<file path="src/rtl/ysyx_22040895_lsu_pkg.sv">
// Shared definitions for the load/store unit: lsop field layout, access sizes,
// FSM states and the byte-lane mask helpers used by the align logic.
package ysyx_22040895_lsu_pkg;

  localparam int LSOP_WE    = 3;
  localparam int LSOP_UNS   = 2;
  localparam int LSOP_SZ_HI = 1;
  localparam int LSOP_SZ_LO = 0;

  typedef enum logic [1:0] {
    LS_B = 2'd0,
    LS_H = 2'd1,
    LS_W = 2'd2,
    LS_D = 2'd3
  } ls_size_e;

  typedef enum logic [1:0] {
    IDLE = 2'd0,
    REQ  = 2'd1,
    WAIT = 2'd2,
    DONE = 2'd3
  } lsu_state_e;

  function automatic logic [7:0] size_mask(input logic [1:0] size);
    logic [7:0] m;
    case (ls_size_e'(size))
      LS_B:    m = 8'h01;
      LS_H:    m = 8'h03;
      LS_W:    m = 8'h0F;
      default: m = 8'hFF;
    endcase
    return m;
  endfunction

  // Low address bits that must be zero for a naturally aligned access.
  function automatic logic [2:0] low_mask(input logic [1:0] size);
    logic [2:0] m;
    case (ls_size_e'(size))
      LS_B:    m = 3'b000;
      LS_H:    m = 3'b001;
      LS_W:    m = 3'b011;
      default: m = 3'b111;
    endcase
    return m;
  endfunction

endpackage

</file>
<file path="src/rtl/ysyx_22040895_lsu_if.sv">
// 64-bit data-memory bus: request/grant for the command, rvalid for the
// response (load data or store acknowledge).
interface ysyx_22040895_lsu_if #(
  parameter int ADDR_W = 64,
  parameter int DATA_W = 64
);
  logic                  req;
  logic                  gnt;
  logic                  we;
  logic [ADDR_W-1:0]     addr;
  logic [DATA_W/8-1:0]   wmask;
  logic [DATA_W-1:0]     wdata;
  logic                  rvalid;
  logic [DATA_W-1:0]     rdata;

  modport master (
    output req, we, addr, wmask, wdata,
    input  gnt, rvalid, rdata
  );

  modport slave (
    input  req, we, addr, wmask, wdata,
    output gnt, rvalid, rdata
  );
endinterface

</file>
<file path="src/rtl/ysyx_22040895_lsu_align.sv">
// Combinational lane logic: misalignment check on the incoming request, store
// mask/data placement and load extraction for the latched request.
module ysyx_22040895_lsu_align
  import ysyx_22040895_lsu_pkg::*;
(
  input  logic [1:0]  chk_size,
  input  logic [2:0]  chk_off,
  output logic        misalign,
  input  logic [3:0]  lsop,
  input  logic [2:0]  off,
  input  logic [63:0] wdata,
  input  logic [63:0] rdata,
  output logic [7:0]  wmask,
  output logic [63:0] wdata_sh,
  output logic [63:0] ld_data
);

  logic [63:0] raw;
  logic        uns;

  assign misalign = (chk_off & low_mask(chk_size)) != 3'b000;
  assign wmask    = lsop[LSOP_WE] ? (size_mask(lsop[LSOP_SZ_HI:LSOP_SZ_LO]) << off) : 8'h00;
  assign wdata_sh = wdata << {off, 3'b000};
  assign raw      = rdata >> {off, 3'b000};
  assign uns      = lsop[LSOP_UNS];

  // Truncate to the access size, then zero- or sign-extend; stores return 0.
  always_comb begin
    ld_data = raw;
    case (ls_size_e'(lsop[LSOP_SZ_HI:LSOP_SZ_LO]))
      LS_B:    ld_data = uns ? {56'd0, raw[7:0]}  : {{56{raw[7]}},  raw[7:0]};
      LS_H:    ld_data = uns ? {48'd0, raw[15:0]} : {{48{raw[15]}}, raw[15:0]};
      LS_W:    ld_data = uns ? {32'd0, raw[31:0]} : {{32{raw[31]}}, raw[31:0]};
      default: ld_data = raw;
    endcase
    if (lsop[LSOP_WE]) ld_data = '0;
  end

endmodule

</file>
<file path="src/rtl/ysyx_22040895_lsu.sv">
// Multi-cycle load/store unit: accepts one EXU memory op at a time, runs one
// 64-bit bus transaction and hands the extended result to writeback.
module ysyx_22040895_lsu
  import ysyx_22040895_lsu_pkg::*;
#(
  parameter int ADDR_W = 64,
  parameter int DATA_W = 64
) (
  input  logic                clk,
  input  logic                rst,
  input  logic                in_valid_i,
  output logic                in_ready_o,
  input  logic [3:0]          lsop_i,
  input  logic [ADDR_W-1:0]   addr_i,
  input  logic [DATA_W-1:0]   wdata_i,
  ysyx_22040895_lsu_if.master mem,
  output logic                out_valid_o,
  input  logic                out_ready_i,
  output logic [DATA_W-1:0]   out_data_o,
  output logic                misalign_o
);

  lsu_state_e          state_q, state_d;
  logic [3:0]          lsop_q;
  logic [ADDR_W-1:0]   addr_q;
  logic [DATA_W-1:0]   wdata_q;
  logic [DATA_W-1:0]   data_q;
  logic                mis_q;

  logic                accept;
  logic                capture;
  logic                chk_mis;
  logic [7:0]          st_wmask;
  logic [DATA_W-1:0]   st_wdata;
  logic [DATA_W-1:0]   ld_data;

  ysyx_22040895_lsu_align u_align (
    .chk_size (lsop_i[LSOP_SZ_HI:LSOP_SZ_LO]),
    .chk_off  (addr_i[2:0]),
    .misalign (chk_mis),
    .lsop     (lsop_q),
    .off      (addr_q[2:0]),
    .wdata    (wdata_q),
    .rdata    (mem.rdata),
    .wmask    (st_wmask),
    .wdata_sh (st_wdata),
    .ld_data  (ld_data)
  );

  always_ff @(posedge clk) begin
    if (rst) state_q <= IDLE;
    else     state_q <= state_d;
  end

  // Misaligned ops skip the bus entirely; a response arriving with the grant
  // goes straight to DONE.
  always_comb begin
    state_d = state_q;
    accept  = 1'b0;
    capture = 1'b0;
    case (state_q)
      IDLE: begin
        if (in_valid_i) begin
          accept  = 1'b1;
          state_d = chk_mis ? DONE : REQ;
        end
      end
      REQ: begin
        if (mem.gnt) begin
          capture = mem.rvalid;
          state_d = mem.rvalid ? DONE : WAIT;
        end
      end
      WAIT: begin
        if (mem.rvalid) begin
          capture = 1'b1;
          state_d = DONE;
        end
      end
      DONE: begin
        if (out_ready_i) state_d = IDLE;
      end
      default: state_d = IDLE;
    endcase
  end

  always_ff @(posedge clk) begin
    if (rst) begin
      lsop_q  <= '0;
      addr_q  <= '0;
      wdata_q <= '0;
      data_q  <= '0;
      mis_q   <= 1'b0;
    end else begin
      if (accept) begin
        lsop_q  <= lsop_i;
        addr_q  <= addr_i;
        wdata_q <= wdata_i;
        data_q  <= '0;
        mis_q   <= chk_mis;
      end
      if (capture) begin
        data_q <= ld_data;
        mis_q  <= 1'b0;
      end
    end
  end

  assign in_ready_o  = (state_q == IDLE);
  assign mem.req     = (state_q == REQ);
  assign mem.we      = (state_q == REQ) && lsop_q[LSOP_WE];
  assign mem.addr    = {addr_q[ADDR_W-1:3], 3'b000};
  assign mem.wmask   = st_wmask;
  assign mem.wdata   = st_wdata;
  assign out_valid_o = (state_q == DONE);
  assign out_data_o  = data_q;
  assign misalign_o  = mis_q;

endmodule

</file>
<file path="src/flat_wrapper.sv">
// flat-port wrapper written by rule: the top's interface ports become plain ports
module ysyx_22040895_lsu_flat import ysyx_22040895_lsu_pkg::*;
#(
  parameter int ADDR_W = 64,
  parameter int DATA_W = 64
)
  (clk, rst, in_valid_i, in_ready_o, lsop_i, addr_i, wdata_i, out_valid_o, out_ready_i, out_data_o, misalign_o, mem_req, mem_we, mem_addr, mem_wmask, mem_wdata, mem_gnt, mem_rvalid, mem_rdata);
  ysyx_22040895_lsu_if #(.ADDR_W(ADDR_W), .DATA_W(DATA_W)) mem_i ();
  input  logic clk;
  input  logic rst;
  input  logic in_valid_i;
  output logic in_ready_o;
  input  logic [3:0] lsop_i;
  input  logic [ADDR_W-1:0] addr_i;
  input  logic [DATA_W-1:0] wdata_i;
  output logic out_valid_o;
  input  logic out_ready_i;
  output logic [DATA_W-1:0] out_data_o;
  output logic misalign_o;
  output wire logic [$bits(mem_i.req)-1:0] mem_req;
  output wire logic [$bits(mem_i.we)-1:0] mem_we;
  output wire logic [$bits(mem_i.addr)-1:0] mem_addr;
  output wire logic [$bits(mem_i.wmask)-1:0] mem_wmask;
  output wire logic [$bits(mem_i.wdata)-1:0] mem_wdata;
  input wire logic [$bits(mem_i.gnt)-1:0] mem_gnt;
  input wire logic [$bits(mem_i.rvalid)-1:0] mem_rvalid;
  input wire logic [$bits(mem_i.rdata)-1:0] mem_rdata;
  assign mem_req = mem_i.req;
  assign mem_we = mem_i.we;
  assign mem_addr = mem_i.addr;
  assign mem_wmask = mem_i.wmask;
  assign mem_wdata = mem_i.wdata;
  assign mem_i.gnt = mem_gnt;
  assign mem_i.rvalid = mem_rvalid;
  assign mem_i.rdata = mem_rdata;
  ysyx_22040895_lsu #(.ADDR_W(ADDR_W), .DATA_W(DATA_W)) u_core (.clk(clk), .rst(rst), .in_valid_i(in_valid_i), .in_ready_o(in_ready_o), .lsop_i(lsop_i), .addr_i(addr_i), .wdata_i(wdata_i), .mem(mem_i), .out_valid_o(out_valid_o), .out_ready_i(out_ready_i), .out_data_o(out_data_o), .misalign_o(misalign_o));
endmodule
</file>
<file path="config.mk">
export PLATFORM = sky130hd
export DESIGN_NAME = ysyx_22040895_lsu_flat
export DESIGN_NICKNAME = d
export VERILOG_FILES = /design/src/rtl/ysyx_22040895_lsu_pkg.sv /design/src/rtl/ysyx_22040895_lsu_if.sv /design/src/rtl/ysyx_22040895_lsu_align.sv /design/src/rtl/ysyx_22040895_lsu.sv /design/src/flat_wrapper.sv
export SDC_FILE = /design/constraint.sdc
export NUM_CORES = 1
export LEC_CHECK = 0
export BUFFER_PORTS_ARGS = -buffer_cell sky130_fd_sc_hd__buf_2
export CAP_MARGIN = 10
export CORE_AREA = 2 2 156 158
export CTS_BUF_LIST = sky130_fd_sc_hd__clkbuf_4
export DETAILED_ROUTE_END_ITERATION = 10
export DIE_AREA = 0 0 158 160
export GPL_ROUTABILITY_DRIVEN = 0
export GPL_TIMING_DRIVEN = 0
export PLACE_DENSITY = 0.78
export SLEW_MARGIN = 30
export SYNTH_ARGS = -nofsm -noshare
export SYNTH_HDL_FRONTEND = slang
export SYNTH_SLANG_ARGS = --single-unit
</file>
<file path="constraint.sdc">
create_clock -name clk -period 5.05 [get_ports clk]
set_input_delay 0.2525 -clock clk [delete_from_list [all_inputs] [get_ports clk]]
set_output_delay 0.2525 -clock clk [all_outputs]
set_load 0.02 [all_outputs]
</file>
# Word-level counts from Yosys, hierarchy flattened
# Index checks and enable logic that the tools add are counted.
[op_classes] n_mux=22 n_bitwise=1 eq_ne=11 n_shift=3 reduce_logical=8
[op_table] op="$mux 64" n=6
[op_table] op="$pmux 64 s3" n=1
[op_table] op="$shl 64x6->64" n=1
[op_table] op="$shr 64x6->64" n=1
[op_table] op="$pmux 8 s3" n=1
[op_table] op="$mux 2" n=5
[op_table] op="$pmux 3 s3" n=1
[op_table] op="$eq 2x2->1 const B" n=4
[op_table] op="$mux 8" n=1
[op_table] op="$pmux 2 s4" n=1
[op_table] op="$shl 8x3->8" n=1
[op_table] op="$eq 2x1->1 const B" n=3
[op_table] op="$logic_not 2->1" n=3
[op_table] op="$mux 1" n=5
[op_table] op="$ne 2x1->1 const B" n=2
[op_table] op="$ne 2x2->1 const B" n=2
[op_table] op="$reduce_and 4->1" n=1
[op_table] op="$and 3x3->3" n=1
[op_table] op="$reduce_bool 3->1" n=1
[op_table] op="$pmux 1 s2" n=1
[op_table] op="$reduce_bool 2->1" n=1
[op_table] op="$reduce_or 2->1" n=1
[op_table] op="$logic_and 1x1->1" n=1
[totals] reg_bits=199 in_bits=202 word_cells=51 output_inout_bits=205

# Depth between registers and ports, before layout
[depth] ltp_word=7 mapped_depth=10 depth_no_buf=7

# By module
# A second synthesis with hierarchy kept.
[unflattened] hier_cells=1592 area_unflattened_um2=11741.3
[modules_own_cells] mod="ysyx_22040895_lsu" area_per_inst_um2=7593.5 instances=1 cells_each=950 seq_area_each_um2=3983.8
[modules_own_cells] mod="ysyx_22040895_lsu_align" area_per_inst_um2=4147.7 instances=1 cells_each=642 seq_area_each_um2=0.0

# Least setup slack after synthesis
# No wires, ideal clock.
[synth_timing] path_kind="register to output" start="register u_core.addr_q[0]" end="output port mem_wmask[5]" stages_incl_launch_ff=8 path_buffers=5 t_required_ns=4.798 arrival_time_ns=1.884 path_slack_ns=2.913 cell_sequence="dfxtp_1 -> buf_4 -> buf_2 -> buf_2 -> buf_2 -> buf_2 -> nor3_1 -> a211oi_1"
[synth_between] elab_chain_len=2
[synth_rtl] element="start: declaration" line_no="ysyx_22040895_lsu.sv:25" source="logic [ADDR_W-1:0] addr_q;"
[synth_rtl] element="start signal: assignment" line_no="ysyx_22040895_lsu.sv:97" source="addr_q <= addr_i;"
[synth_rtl] element="$shl 8x3->8" line_no="ysyx_22040895_lsu_align.sv:22" source="assign wmask = lsop[LSOP_WE] ? (size_mask(lsop[LSOP_SZ_HI:LSOP_SZ_LO]) << off) : 8'h00;"
[synth_rtl] element="$mux 8" line_no="ysyx_22040895_lsu_align.sv:22"
[synth_rtl] element="end: declaration" line_no="flat_wrapper.sv:23" source="output wire logic [$bits(mem_i.wmask)-1:0] mem_wmask;"
# No other way between the ends.

# Worst setup path in the final report
[layout_timing] start="register u_core.addr_q[1]" end="output port mem_wdata[51]"
[layout_between] elab_chain_len=1
[layout_rtl] element="$shl 64x6->64" line_no="ysyx_22040895_lsu_align.sv:23" source="assign wdata_sh = wdata << {off, 3'b000};"
[layout_rtl] element="end: declaration" line_no="flat_wrapper.sv:24" source="output wire logic [$bits(mem_i.wdata)-1:0] mem_wdata;"
# No other way between the ends.

==> qor.yml <==
relSlewSlack_pct: 45.9
layout-drive-gt1-share_pct: 28.6
cts-htree-levels: 4
leakage_nw: 6.72
tightest_slew_ns: 0.812
dr.pass1.iters: 11
yosys_warnings: 0
ys.flop_type: "dfxtp_1"
routed_via_density: 5.86
synth_cells: 1453
cts_tree: "yes"
layout.nets: 2216
dp_hpwl_microns: 34500
wire_per_inst_microns: 20.4
setup_tns_ns: 0
grt-ovfl-total: 0
root_buffer: "clkbuf_4"
setup_viol: 0
hold_buffers: 133
syn_area_per_cell_sq_um: 7.84
start_kind: "flip-flop"
min_period_ns: 3.30
worst_ep_arrival_time_ns: 3.05
r2r_slack_ns: 2.11
antenna_found_initial: 1
yosysSeqAreaShare_pct: 35.0
ant_nets: 0
post_cts_resized: 0
area_growth_syn_to_layout_pct: 35.5
ir_drop_mv: 0.238
crit_type: "flip-flop to output port"
finalHoldViolCount: 0
rsz0062_at_grt: "no"
fin_hold_ws_ns: 0.0672
ios: 407
clkTransAtPathRegs_ns: 0.18
cp_max_fo: 10
fin_crit_sh_pct: 65.3
setup_ws_ns: 1.75
die_area_sq_um: 25300
syn_area_sq_um: 11400
power_per_cell_area_nw_per_um2: 378
skew_ns: 0.0293
die_h_microns: 160
drtIter0Drc: 1613
cp-end-kind: "output port"
cts_buffer_depth: 2
maxCapViolCount: 0
core-area_sq_um: 23800
fin_util_pct: 64.8
synth_edf_count: 0
drc_errors: 0
vias: 13767
max_freq_mhz: 303
grt_util_all_layers_pct: 36.6
numCtsBuffers: 17
yosysUniqueCellTypes: 52
post_cts_buffers: 0
drv_slew: 0
wl_microns: 48000
async_reset_ff_share_pct: 0
status: "finished clean"
insertion_delay_ns: 0.61
cp.required_ns: 4.80
port_buffers: 403
rows: 57
grt_max_degree: 20
place_ws_ns: 2.26
ys_ff_latch: 199
grt_pass1_vias: 13138
clock_sinks: 199
initial_utilization_pct: 47.8
die_w_microns: 158
grt_pass1_wl_microns: 71700
hp-class: "input port to flip-flop"
-- layer usage --
metal | up-vias | track usage [%] | share of wire (%) | wire [microns]
li1 | 6156 | - | - | -
met1 | 6258 | 43.8 | 36 | 17100
met2 | 1081 | 58.2 | 45 | 21800
met3 | 272 | 10.1 | 12 | 5680
met4 | 0 | 21.7 | 7.0 | 3360
met5 | - | 0 | 0 | 0
-- final timing paths --
kind / startpoint / cells past startpoint / endpoint
worst min-delay path: rst / 3 / u_core.out_data_o[32]
worst max-delay path: u_core.addr_q[1] / 7 / mem_wdata[51]
worst min register to register: u_core.addr_q[61] / 2 / u_core.addr_q[61]
worst max register to register: u_core.state_q[0] / 8 / u_core.wdata_q[28]
-- cell type report --
| cell class | instances | area, sq um |
|---|---|---|
| buffer | 193 | 1090 |
| timing repair buffer | 536 | 3350 |
| sequential | 199 | 3980 |
| inverter | 9 | 33.8 |
| tap | 324 | 405 |
| clock inverter | 13 | 140 |
| fill | 2006 | 8390 |
| clock buffer | 17 | 128 |
| multi-input combinational | 1054 | 6290 |
| antenna | 4 | 10.0 |
-- power by group --
| part | switching [mW] | internal (mW) |
|---|---|---|
| clock | 0.641 | 0.215 |
| sequential | 0.192 | 1.80 |
| combinational | 1.93 | 1.06 |
-- registers in the layout, indices dropped and copies added (netlist names) --
signal / cells
u_core.addr_q: 64
u_core.lsop_q: 4
u_core.misalign_o: 1
u_core.out_data_o: 64
u_core.state_q: 2
u_core.wdata_q: 64
-- critical path, cell delays in order (launching register included) --
cell      delay [ns]
dfxtp_1         0.33
buf_2           0.18
nor2b_1         0.13
clkbuf_1        0.44
clkbuf_1        0.57
a21oi_1         0.18
o21ai_0         0.38
buf_2           0.24
-- synth_stat cells, drive strengths merged, types with 8 or more instances --
cell	count	area share (%)
nand2	320	11
a21oi	204	9.0
dfxtp	199	35
mux2i	131	12
buf	129	7.5
nor2	91	3.1
o21ai	65	2.9
clkbuf	64	2.1
a32o	24	2.1
o22ai	24	1.3
a221o	22	1.9
and2	17	0.93
mux2	17	1.7
nand2b	16	0.88
a211oi	15	0.99
nor2b	12	0.66
a31oi	9	0.49
inv	9	0.30
nand3	9	0.40
o221ai	9	0.69
a311oi	8	0.62
mux4	8	1.6
o211ai	8	0.53
-- placed cells by master (no fill, tap or decap), types with 21 or more instances in the layout --
master / count
a221o_1: 22
buf_1: 21
buf_2: 432
o21ai_0: 63
clkbuf_1: 64
nand2_1: 319
a32o_1: 24
a21oi_1: 203
mux2i_1: 131
dfxtp_1: 199
o22ai_1: 24
dlygate4sd3_1: 133
nor2_1: 90
buf_4: 70
-- per-stage QoR --
step           cells  cell area [sq um]  total power, mW
6_report        2349              15400             5.84
5_1_grt         2346              15400             6.11
2_1_floorplan   1455              11400             3.87
3_3_place_gp    2182              13800             4.74
3_5_place_dp    2182              13800             4.79
4_1_cts         2345              15400             5.70
-- cell families (layout without fill, tap and decap cells) --
| family | count (synthesis) | after routing | share of synthesized area [%] |
|---|---|---|---|
| AND/OR/NAND/NOR | 484 | 484 | 17.9 |
| AO/OA/AOI/OAI | 407 | 407 | 22.0 |
| buffers and inverters | 202 | 768 | 9.88 |
| flip-flops | 199 | 199 | 35.0 |
| multiplexers | 156 | 156 | 14.8 |
| adder cells (fa/ha/maj) | 4 | 4 | 0.440 |
| other | 1 | 7 | 0.0329 |
No activity file was read; power rests on OpenSTA's default activity.
